**src/rtl/spi_master_arb_pkg.sv**
```systemverilog
// Shared definitions for the SPI master arbiter: FSM state codes, op encoding
// and the transaction descriptor handed to the SPI controller.
package spi_master_arb_pkg;

  typedef logic [2:0] state_t;

  localparam state_t ST_IDLE  = 3'd0;
  localparam state_t ST_LOAD  = 3'd1;
  localparam state_t ST_START = 3'd2;
  localparam state_t ST_BUSY  = 3'd3;
  localparam state_t ST_DONE  = 3'd4;

  localparam logic [1:0] OP_RD  = 2'd0;
  localparam logic [1:0] OP_WR  = 2'd1;
  localparam logic [1:0] OP_QRD = 2'd2;
  localparam logic [1:0] OP_QWR = 2'd3;

  typedef struct packed {
    logic [31:0] cmd;
    logic [5:0]  cmd_len;
    logic [31:0] addr;
    logic [5:0]  addr_len;
    logic [15:0] data_len;
    logic [3:0]  csreg;
  } desc_t;

  // Strobe vector bit order is {qwr, qrd, wr, rd}, so the op code is the bit index.
  function automatic logic [3:0] op_strobe(input logic [1:0] op);
    return 4'b0001 << op;
  endfunction

endpackage

```
**src/rtl/spi_master_arb_rr.sv**
```systemverilog
// Round-robin picker: one-hot grant for the first asserted request at or
// after i_ptr, wrapping around; o_valid low when nothing is requested.
module spi_master_arb_rr
  import spi_master_arb_pkg::*;
#(
  parameter int N_REQ = 2,
  parameter int PTR_W = 1
) (
  input  logic [N_REQ-1:0] i_req,
  input  logic [PTR_W-1:0] i_ptr,
  output logic [N_REQ-1:0] o_gnt,
  output logic             o_valid
);

  // Requester i is the k-th candidate after the pointer when ptr == (i-k) mod N.
  always_comb begin
    o_gnt   = '0;
    o_valid = 1'b0;
    for (int k = 0; k < N_REQ; k++) begin
      for (int i = 0; i < N_REQ; i++) begin
        if (!o_valid && i_req[i] && (i_ptr == PTR_W'((i - k + N_REQ) % N_REQ))) begin
          o_gnt[i] = 1'b1;
          o_valid  = 1'b1;
        end
      end
    end
  end

endmodule

```
**src/rtl/spi_master_arb.sv**
```systemverilog
// Round-robin arbiter sharing one SPI controller between N_REQ requesters.
// Define SPI_ARB_TIMEOUT_EN to add the BUSY watchdog (spi_swrst / tout_o).
module spi_master_arb
  import spi_master_arb_pkg::*;
#(
  parameter int          N_REQ          = 2,
  parameter int unsigned TIMEOUT_CYCLES = 65535
) (
  input  logic                  HCLK,
  input  logic                  HRESET,
  input  logic [N_REQ-1:0]      req_i,
  input  logic [N_REQ*32-1:0]   req_cmd_i,
  input  logic [N_REQ*6-1:0]    req_cmd_len_i,
  input  logic [N_REQ*32-1:0]   req_addr_i,
  input  logic [N_REQ*6-1:0]    req_addr_len_i,
  input  logic [N_REQ*16-1:0]   req_data_len_i,
  input  logic [N_REQ*4-1:0]    req_csreg_i,
  input  logic [N_REQ*2-1:0]    req_op_i,
  output logic [N_REQ-1:0]      gnt_o,
  output logic [N_REQ-1:0]      done_o,
  output logic [N_REQ-1:0]      tout_o,
  output logic [31:0]           spi_cmd,
  output logic [5:0]            spi_cmd_len,
  output logic [31:0]           spi_addr,
  output logic [5:0]            spi_addr_len,
  output logic [15:0]           spi_data_len,
  output logic [3:0]            spi_csreg,
  output logic                  spi_rd,
  output logic                  spi_wr,
  output logic                  spi_qrd,
  output logic                  spi_qwr,
  output logic                  spi_swrst,
  output logic [15:0]           spi_dummy_rd,
  output logic [15:0]           spi_dummy_wr,
  input  logic                  eot_i,
  input  logic [N_REQ*32-1:0]   tx_data_i,
  input  logic [N_REQ-1:0]      tx_valid_i,
  output logic [N_REQ-1:0]      tx_ready_o,
  output logic [31:0]           rx_data_o,
  output logic [N_REQ-1:0]      rx_valid_o,
  input  logic [N_REQ-1:0]      rx_ready_i,
  output logic [31:0]           spi_data_tx,
  output logic                  spi_data_tx_valid,
  input  logic                  spi_data_tx_ready,
  input  logic [31:0]           spi_data_rx,
  input  logic                  spi_data_rx_valid,
  output logic                  spi_data_rx_ready
);

  localparam int PTR_W = (N_REQ > 1) ? $clog2(N_REQ) : 1;

  state_t           r_state;
  logic [PTR_W-1:0] r_win;
  logic [PTR_W-1:0] r_rr_ptr;
  logic [N_REQ-1:0] r_gnt;
  logic [N_REQ-1:0] r_done;
  logic [3:0]       r_strb;
  desc_t            r_desc;

  logic [N_REQ-1:0] w_pick_gnt;
  logic             w_pick_valid;
  logic [PTR_W-1:0] w_pick_idx;
  logic [PTR_W-1:0] w_ptr_next;
  desc_t            w_desc;
  logic [1:0]       w_op;
  logic             w_tmo;

  spi_master_arb_rr #(
    .N_REQ (N_REQ),
    .PTR_W (PTR_W)
  ) u_rr (
    .i_req   (req_i),
    .i_ptr   (r_rr_ptr),
    .o_gnt   (w_pick_gnt),
    .o_valid (w_pick_valid)
  );

  always_comb begin
    w_pick_idx = '0;
    for (int i = 0; i < N_REQ; i++) begin
      if (w_pick_gnt[i]) w_pick_idx = PTR_W'(i);
    end
  end

  always_comb begin
    w_desc = '0;
    w_op   = OP_RD;
    for (int i = 0; i < N_REQ; i++) begin
      if (r_win == PTR_W'(i)) begin
        w_desc.cmd      = req_cmd_i[i*32 +: 32];
        w_desc.cmd_len  = req_cmd_len_i[i*6 +: 6];
        w_desc.addr     = req_addr_i[i*32 +: 32];
        w_desc.addr_len = req_addr_len_i[i*6 +: 6];
        w_desc.data_len = req_data_len_i[i*16 +: 16];
        w_desc.csreg    = req_csreg_i[i*4 +: 4];
        w_op            = req_op_i[i*2 +: 2];
      end
    end
  end

  assign w_ptr_next = (r_win == PTR_W'(N_REQ - 1)) ? '0 : r_win + PTR_W'(1);

  always_ff @(posedge HCLK or posedge HRESET) begin
    if (HRESET) begin
      r_state  <= ST_IDLE;
      r_win    <= '0;
      r_rr_ptr <= '0;
      r_gnt    <= '0;
      r_done   <= '0;
      r_strb   <= '0;
      r_desc   <= '0;
    end else begin
      r_done <= '0;
      r_strb <= '0;
      case (r_state)
        ST_IDLE: begin
          if (w_pick_valid) begin
            r_win   <= w_pick_idx;
            r_gnt   <= w_pick_gnt;
            r_state <= ST_LOAD;
          end
        end
        ST_LOAD: begin
          r_desc  <= w_desc;
          r_strb  <= op_strobe(w_op);
          r_state <= ST_START;
        end
        ST_START: r_state <= ST_BUSY;
        ST_BUSY: begin
          // A watchdog expiry closes the transaction like eot_i but without done_o.
          if (eot_i || w_tmo) begin
            if (eot_i) r_done <= r_gnt;
            r_gnt    <= '0;
            r_rr_ptr <= w_ptr_next;
            r_state  <= ST_DONE;
          end
        end
        ST_DONE: r_state <= ST_IDLE;
        default: r_state <= ST_IDLE;
      endcase
    end
  end

`ifdef SPI_ARB_TIMEOUT_EN
  logic [31:0]      r_wdog;
  logic [N_REQ-1:0] r_tout;
  logic             r_swrst;

  // Down-counter loaded as BUSY is entered; terminal count lands the pulse
  // TIMEOUT_CYCLES cycles after the strobe.
  always_ff @(posedge HCLK or posedge HRESET) begin
    if (HRESET) begin
      r_wdog  <= '0;
      r_tout  <= '0;
      r_swrst <= 1'b0;
    end else begin
      r_tout  <= '0;
      r_swrst <= 1'b0;
      if (r_state == ST_START) r_wdog <= 32'(TIMEOUT_CYCLES - 1);
      else if (r_state == ST_BUSY && r_wdog != '0) r_wdog <= r_wdog - 32'd1;
      if (w_tmo) begin
        r_tout  <= r_gnt;
        r_swrst <= 1'b1;
      end
    end
  end

  assign w_tmo     = (r_state == ST_BUSY) && !eot_i && (r_wdog <= 32'd1);
  assign tout_o    = r_tout;
  assign spi_swrst = r_swrst;
`else
  logic w_unused_cfg;
  assign w_unused_cfg = (TIMEOUT_CYCLES != 0);
  assign w_tmo        = 1'b0;
  assign tout_o       = '0;
  assign spi_swrst    = 1'b0;
`endif

  assign gnt_o  = r_gnt;
  assign done_o = r_done;
  assign {spi_qwr, spi_qrd, spi_wr, spi_rd} = r_strb;

  assign spi_cmd      = r_desc.cmd;
  assign spi_cmd_len  = r_desc.cmd_len;
  assign spi_addr     = r_desc.addr;
  assign spi_addr_len = r_desc.addr_len;
  assign spi_data_len = r_desc.data_len;
  assign spi_csreg    = r_desc.csreg;
  assign spi_dummy_rd = 16'h0000;
  assign spi_dummy_wr = 16'h0000;

  always_comb begin
    spi_data_tx       = '0;
    spi_data_tx_valid = 1'b0;
    spi_data_rx_ready = 1'b0;
    for (int i = 0; i < N_REQ; i++) begin
      if (r_gnt[i]) begin
        spi_data_tx       = tx_data_i[i*32 +: 32];
        spi_data_tx_valid = tx_valid_i[i];
        spi_data_rx_ready = rx_ready_i[i];
      end
    end
  end

  assign tx_ready_o = r_gnt & {N_REQ{spi_data_tx_ready}};
  assign rx_valid_o = r_gnt & {N_REQ{spi_data_rx_valid}};
  assign rx_data_o  = spi_data_rx;

endmodule

```
**config.mk**
```make
export PLATFORM = sky130hd
export DESIGN_NAME = spi_master_arb
export DESIGN_NICKNAME = d
export VERILOG_FILES = /design/src/rtl/spi_master_arb_pkg.sv /design/src/rtl/spi_master_arb_rr.sv /design/src/rtl/spi_master_arb.sv
export SDC_FILE = /design/constraint.sdc
export NUM_CORES = 1
export LEC_CHECK = 0
export ABC_AREA = 1
export CAP_MARGIN = 20
export CORE_AREA = 4 4 198 200
export CTS_BUF_LIST = sky130_fd_sc_hd__clkbuf_8 sky130_fd_sc_hd__clkbuf_16
export DETAILED_ROUTE_END_ITERATION = 8
export DIE_AREA = 0 0 202 204
export SYNTH_ARGS = -nofsm -noshare
export SYNTH_HDL_FRONTEND = slang
export SYNTH_SLANG_ARGS = --single-unit
```
**constraint.sdc**
```tcl
create_clock -name HCLK -period 4.4 [get_ports HCLK]
set_input_delay 1.1 -clock HCLK [delete_from_list [all_inputs] [get_ports HCLK]]
set_output_delay 1.1 -clock HCLK [all_outputs]
set_load 0.02 [all_outputs]
```
# Word-level counts from Yosys, hierarchy flattened
# Cells that the tools add are included.
# totals
regBits	109
output_inout_bits	209
elab_cells	64
# classes
n_addsub	1
eq_ne	5
shift	1
n_mux	26
bitwise_logic	3
n_reduce_logical	16
# ops
cell	n
two-way mux 96 bit	1
two-way mux 32 bit	2
two-way mux 1 bit	13
one-hot mux 3 bit (4 select lines)	1
two-way mux 2 bit	5
logical AND 1 bit	7
equality test 3 x 2 -> 1 bit, second input constant	2
two-way mux 3 bit	2
AND reduction 2 bit	3
AND 2 bit	2
two-way mux 4 bit	1
one-hot mux 2 bit (2 select lines)	1
<< shifter 1 x 2 -> 4 bit, first input constant	1
equality test 3 x 1 -> 1 bit, second input constant	1
zero test 1 bit	3
zero test 3 bit	1
AND reduction 3 bit	1
inequality test 2 x 1 -> 1 bit, second input constant	1
inequality test 2 bit, second input constant	1
nonzero test 2 bit	1
adder 1 bit, second input constant	1
NOT 1 bit	1

# Depth between registers and ports, before layout
# logic_depth
word_depth	17
ltp_mapped	7

# Modules after synthesis
# From an unflattened synthesis, not the netlist that was laid out.
# unflattened
hier_cells	779
hier_area_um2	6188.4
# modules_own_cells
module	instances	cells_each	area_per_inst_um2	seq_area_each_um2
spi_master_arb	1	773	6163.4	2727.6
spi_master_arb_rr	1	6	25.0	0.0

# Worst setup path after synthesis
# OpenSTA, ideal clock, no wires.
# synth_timing
kind	input to output
start	input port tx_data_i[10]
end	output port spi_data_tx[10]
arrival_ns	1.333
t_required_ns	3.300
setup_slack_ns	1.967
cell_stages	2
n_path_buf	0
cell_sequence	nand3_1 > nand2_1
# synth_via
elab_chain_cells	2
# synth_rtl
item	line	source
start: declaration	spi_master_arb.sv:36	input logic [N_REQ*32-1:0] tx_data_i,
two-way mux 32 bit (2 in series)	spi_master_arb.sv:197	if (r_gnt[i]) begin
end: declaration	spi_master_arb.sv:42	output logic [31:0] spi_data_tx,
# Every way passes these cells.

# Final worst setup path
# layout_timing
start	register r_gnt[1], in the netlist gnt_o[1]
end	output port spi_data_tx[27]
# layout_via
elab_chain_cells	1
# layout_rtl
item	line	source
start: declaration	spi_master_arb.sv:55	logic [N_REQ-1:0] r_gnt;
start signal: assignment	spi_master_arb.sv:119	r_gnt <= w_pick_gnt;
two-way mux 32 bit	spi_master_arb.sv:197	
# Every way passes these cells.

==> results.cfg <==
[floorplan]
std_cell_rows = 71
die_h_um = 204
core_um2 = 37400
die_area_um2 = 41200
die_w_um = 202
ios = 512
initial_core_util_pct = 16.1

[setup_path]
r2r_slack_ns = 2.00
worstSetupStartpointType = flop
reg2reg_from = r_win
worstSetupStartpoint = gnt_o[1]
critPathArrivalTime_ns = 2.59
path_max_fanout = 35
crit_end = spi_data_tx[27]
criticalPathCategory = reg -> out
reg2regPathDepth = 4
cp.required_ns = 3.30
r2r_end = spi_addr[26]
endpoint_kind = primary output

[sta]
setup_viol = 0
fmax_ghz = 0.271
finClkSkew_ns = 0.0107
max-slew-margin-rel_pct = 32.5
drv_slew = 0
setup_tns_ns = 0
fin_crit_ns = 3.69
fin_crit_sh_pct = 83.8
finalHoldViolCount = 0
worstMarginPinSlew_ns = 1.01
rsz0062_at_grt = false

[clock_network]
clock-root-buffer = clkbuf_16
clk_pin_slew_ns = 0.08
cts_tree = done
clockBufferDepth = 2
insertion_delay_ns = 0.37
holdBufCountCts = 0
cts_htree_levels = 3
cts_buffers = 9
postCtsSetupBuffers = 0
clock_sinks = 109
cts_resized = 0

[hold_path]
hp-class = reg -> reg

[route]
drc = 0
totalWireLength_mm = 24.3
viasPerCell = 3.90
firstDrtPassIters = 6
num_vias = 6390
avgRoutedWirePerCell_um = 14.8
final_antenna_net_count = 0
drt-initial-drc-count = 364

[synth]
ys_seq_elements = 109
yosysTopAreaCellShare_pct = 45.2
synth_common_cells = 200 x nor2_1, 189 x nand2_1, 109 x dfrtp_1
ys_warn_count = 0
synth_area_um2 = 6040
synthTopCellsByArea = dfrtp_1 45%, nor2_1 12%, nand2_1 12%, o31ai_1 11%, buf_4 8.7%
synth-edff-count = 0
synth-main-ff-cell = dfrtp_1
netlist_instances = 777
synth_area_leader_cell = dfrtp_1
synth.most_common_cell = nor2_1
synth.distinct_cells = 21
async_flop_share_pct = 100
postSynthAreaPerCell_um2 = 7.77
ys_seq_area_share_pct = 45.2

[pwr]
peakVddDrop_mv = 0.263
leakagePower_nw = 4.57
power_mw = 6.72
p_per_area_nw_per_um2 = 635

[status]
status = finished, final reports clean

[final_layout]
fin_nets = 1427
layout-drive-gt1-share_pct = 3.54
utilization_pct = 28.3
fillers = 4017
antenna_cells = 0
area_growth_syn_to_layout_pct = 75.2

[global_route]
grt_max_degree = 72
grt-ovfl-total = 0
grt_first_pass_wirelength_mm = 36.0
first_global_vias = 6260
antenna_found_initial = 0
grt.total_usage_pct = 11.1

[run]
cap_violations = 0

[placed_design]
globalplace.congestion = 0.799
port-buffer-count = 412
place_hpwl_mm = 18.4
[layer usage]
metal	wire, um	vias to the layer above	track usage, %	share of wire [%]
li1	-	3135	-	-
met1	10000	2950	13.4	41
met2	11700	270	18.3	48
met3	1960	35	3.94	8.1
met4	571	0	3.93	2.4
met5	0	-	0	0
[registers in the layout, indices dropped and copies added (netlist names)]
signal	flops
r_win	1
spi_addr	32
spi_data_len	16
spi_cmd	32
r_strb	4
spi_addr_len	6
spi_cmd_len	6
gnt_o	2
r_state	3
r_rr_ptr	1
spi_csreg	4
done_o	2
[layout by cell type, fill, tap and decap left out, drive strengths merged]
cell type      synthesis  final
nand3                 41     41
bufinv                 0      1
inv                   11     13
clkbuf                11     11
o21ai                  2      2
clkdlybuf4s50          0    412
clkinv                 2      4
dfrtp                109    109
nor3                   5      5
nand2                189    189
conb                   1     35
nand4                  1      1
o31ai                 96     96
buf                  109     10
nor2                 200    200
[critical path, cell delays in order, from the launching register on]
cell and delay (ns):
dfrtp_1 0.35, clkinv_1 0.77, nand3_1 0.44, nand2_1 0.09
clkdlybuf4s50_1 0.55
[per-stage QoR]
step	cell area (um2)	cells	hold WS (ns)	setup slack [ns]
after floorplan	6170	811	0.529	0.426
after global placement	10300	1624	0.464	0.849
after detailed placement	10300	1624	0.468	0.867
after CTS	10600	1640	0.486	0.662
after global routing	10600	1640	0.502	0.502
final	10600	1640	0.482	0.713
[how the worst min path moves through the flow]
stage,slack (ns),start,to,cells past startpoint
floorplan,0.53,r_rr_ptr,r_rr_ptr,2
global placement,0.46,spi_addr_len[3],spi_addr_len[3],2
detailed placement,0.47,spi_addr[1],spi_addr[1],2
CTS,0.49,spi_addr[1],spi_addr[1],2
global route,0.50,spi_addr[28],spi_addr[28],2
finish,0.48,spi_addr[2],spi_addr[2],2
[layout make-up]
cell class | count | area (um2) | area share, %
clock buffer | 11 | 253 | 2.39
clock inverter | 5 | 63.8 | 0.603
inverter | 13 | 52.6 | 0.497
multi-input combinational | 569 | 2620 | 24.7
sequential | 109 | 2730 | 25.8
tap | 511 | 639 | 6.04
timing repair buffer | 422 | 4220 | 39.9
[cells by family after synthesis]
logic type             Yosys count  share of synthesized area [%]
AO/OA/AOI/OAI                   98                           12.8
other                            1                         0.0621
flip-flops                     109                           45.2
buffers and inverters          133                           13.7
AND/OR/NAND/NOR                436                           28.3
[power breakdown]
group | internal, mW | leakage (nW) | switching (mW)
clock | 0.480 | 0.158 | 0.415
combinational | 1.73 | 3.07 | 2.25
sequential | 1.50 | 1.34 | 0.342
No activity file was read; power rests on OpenSTA's default activity.
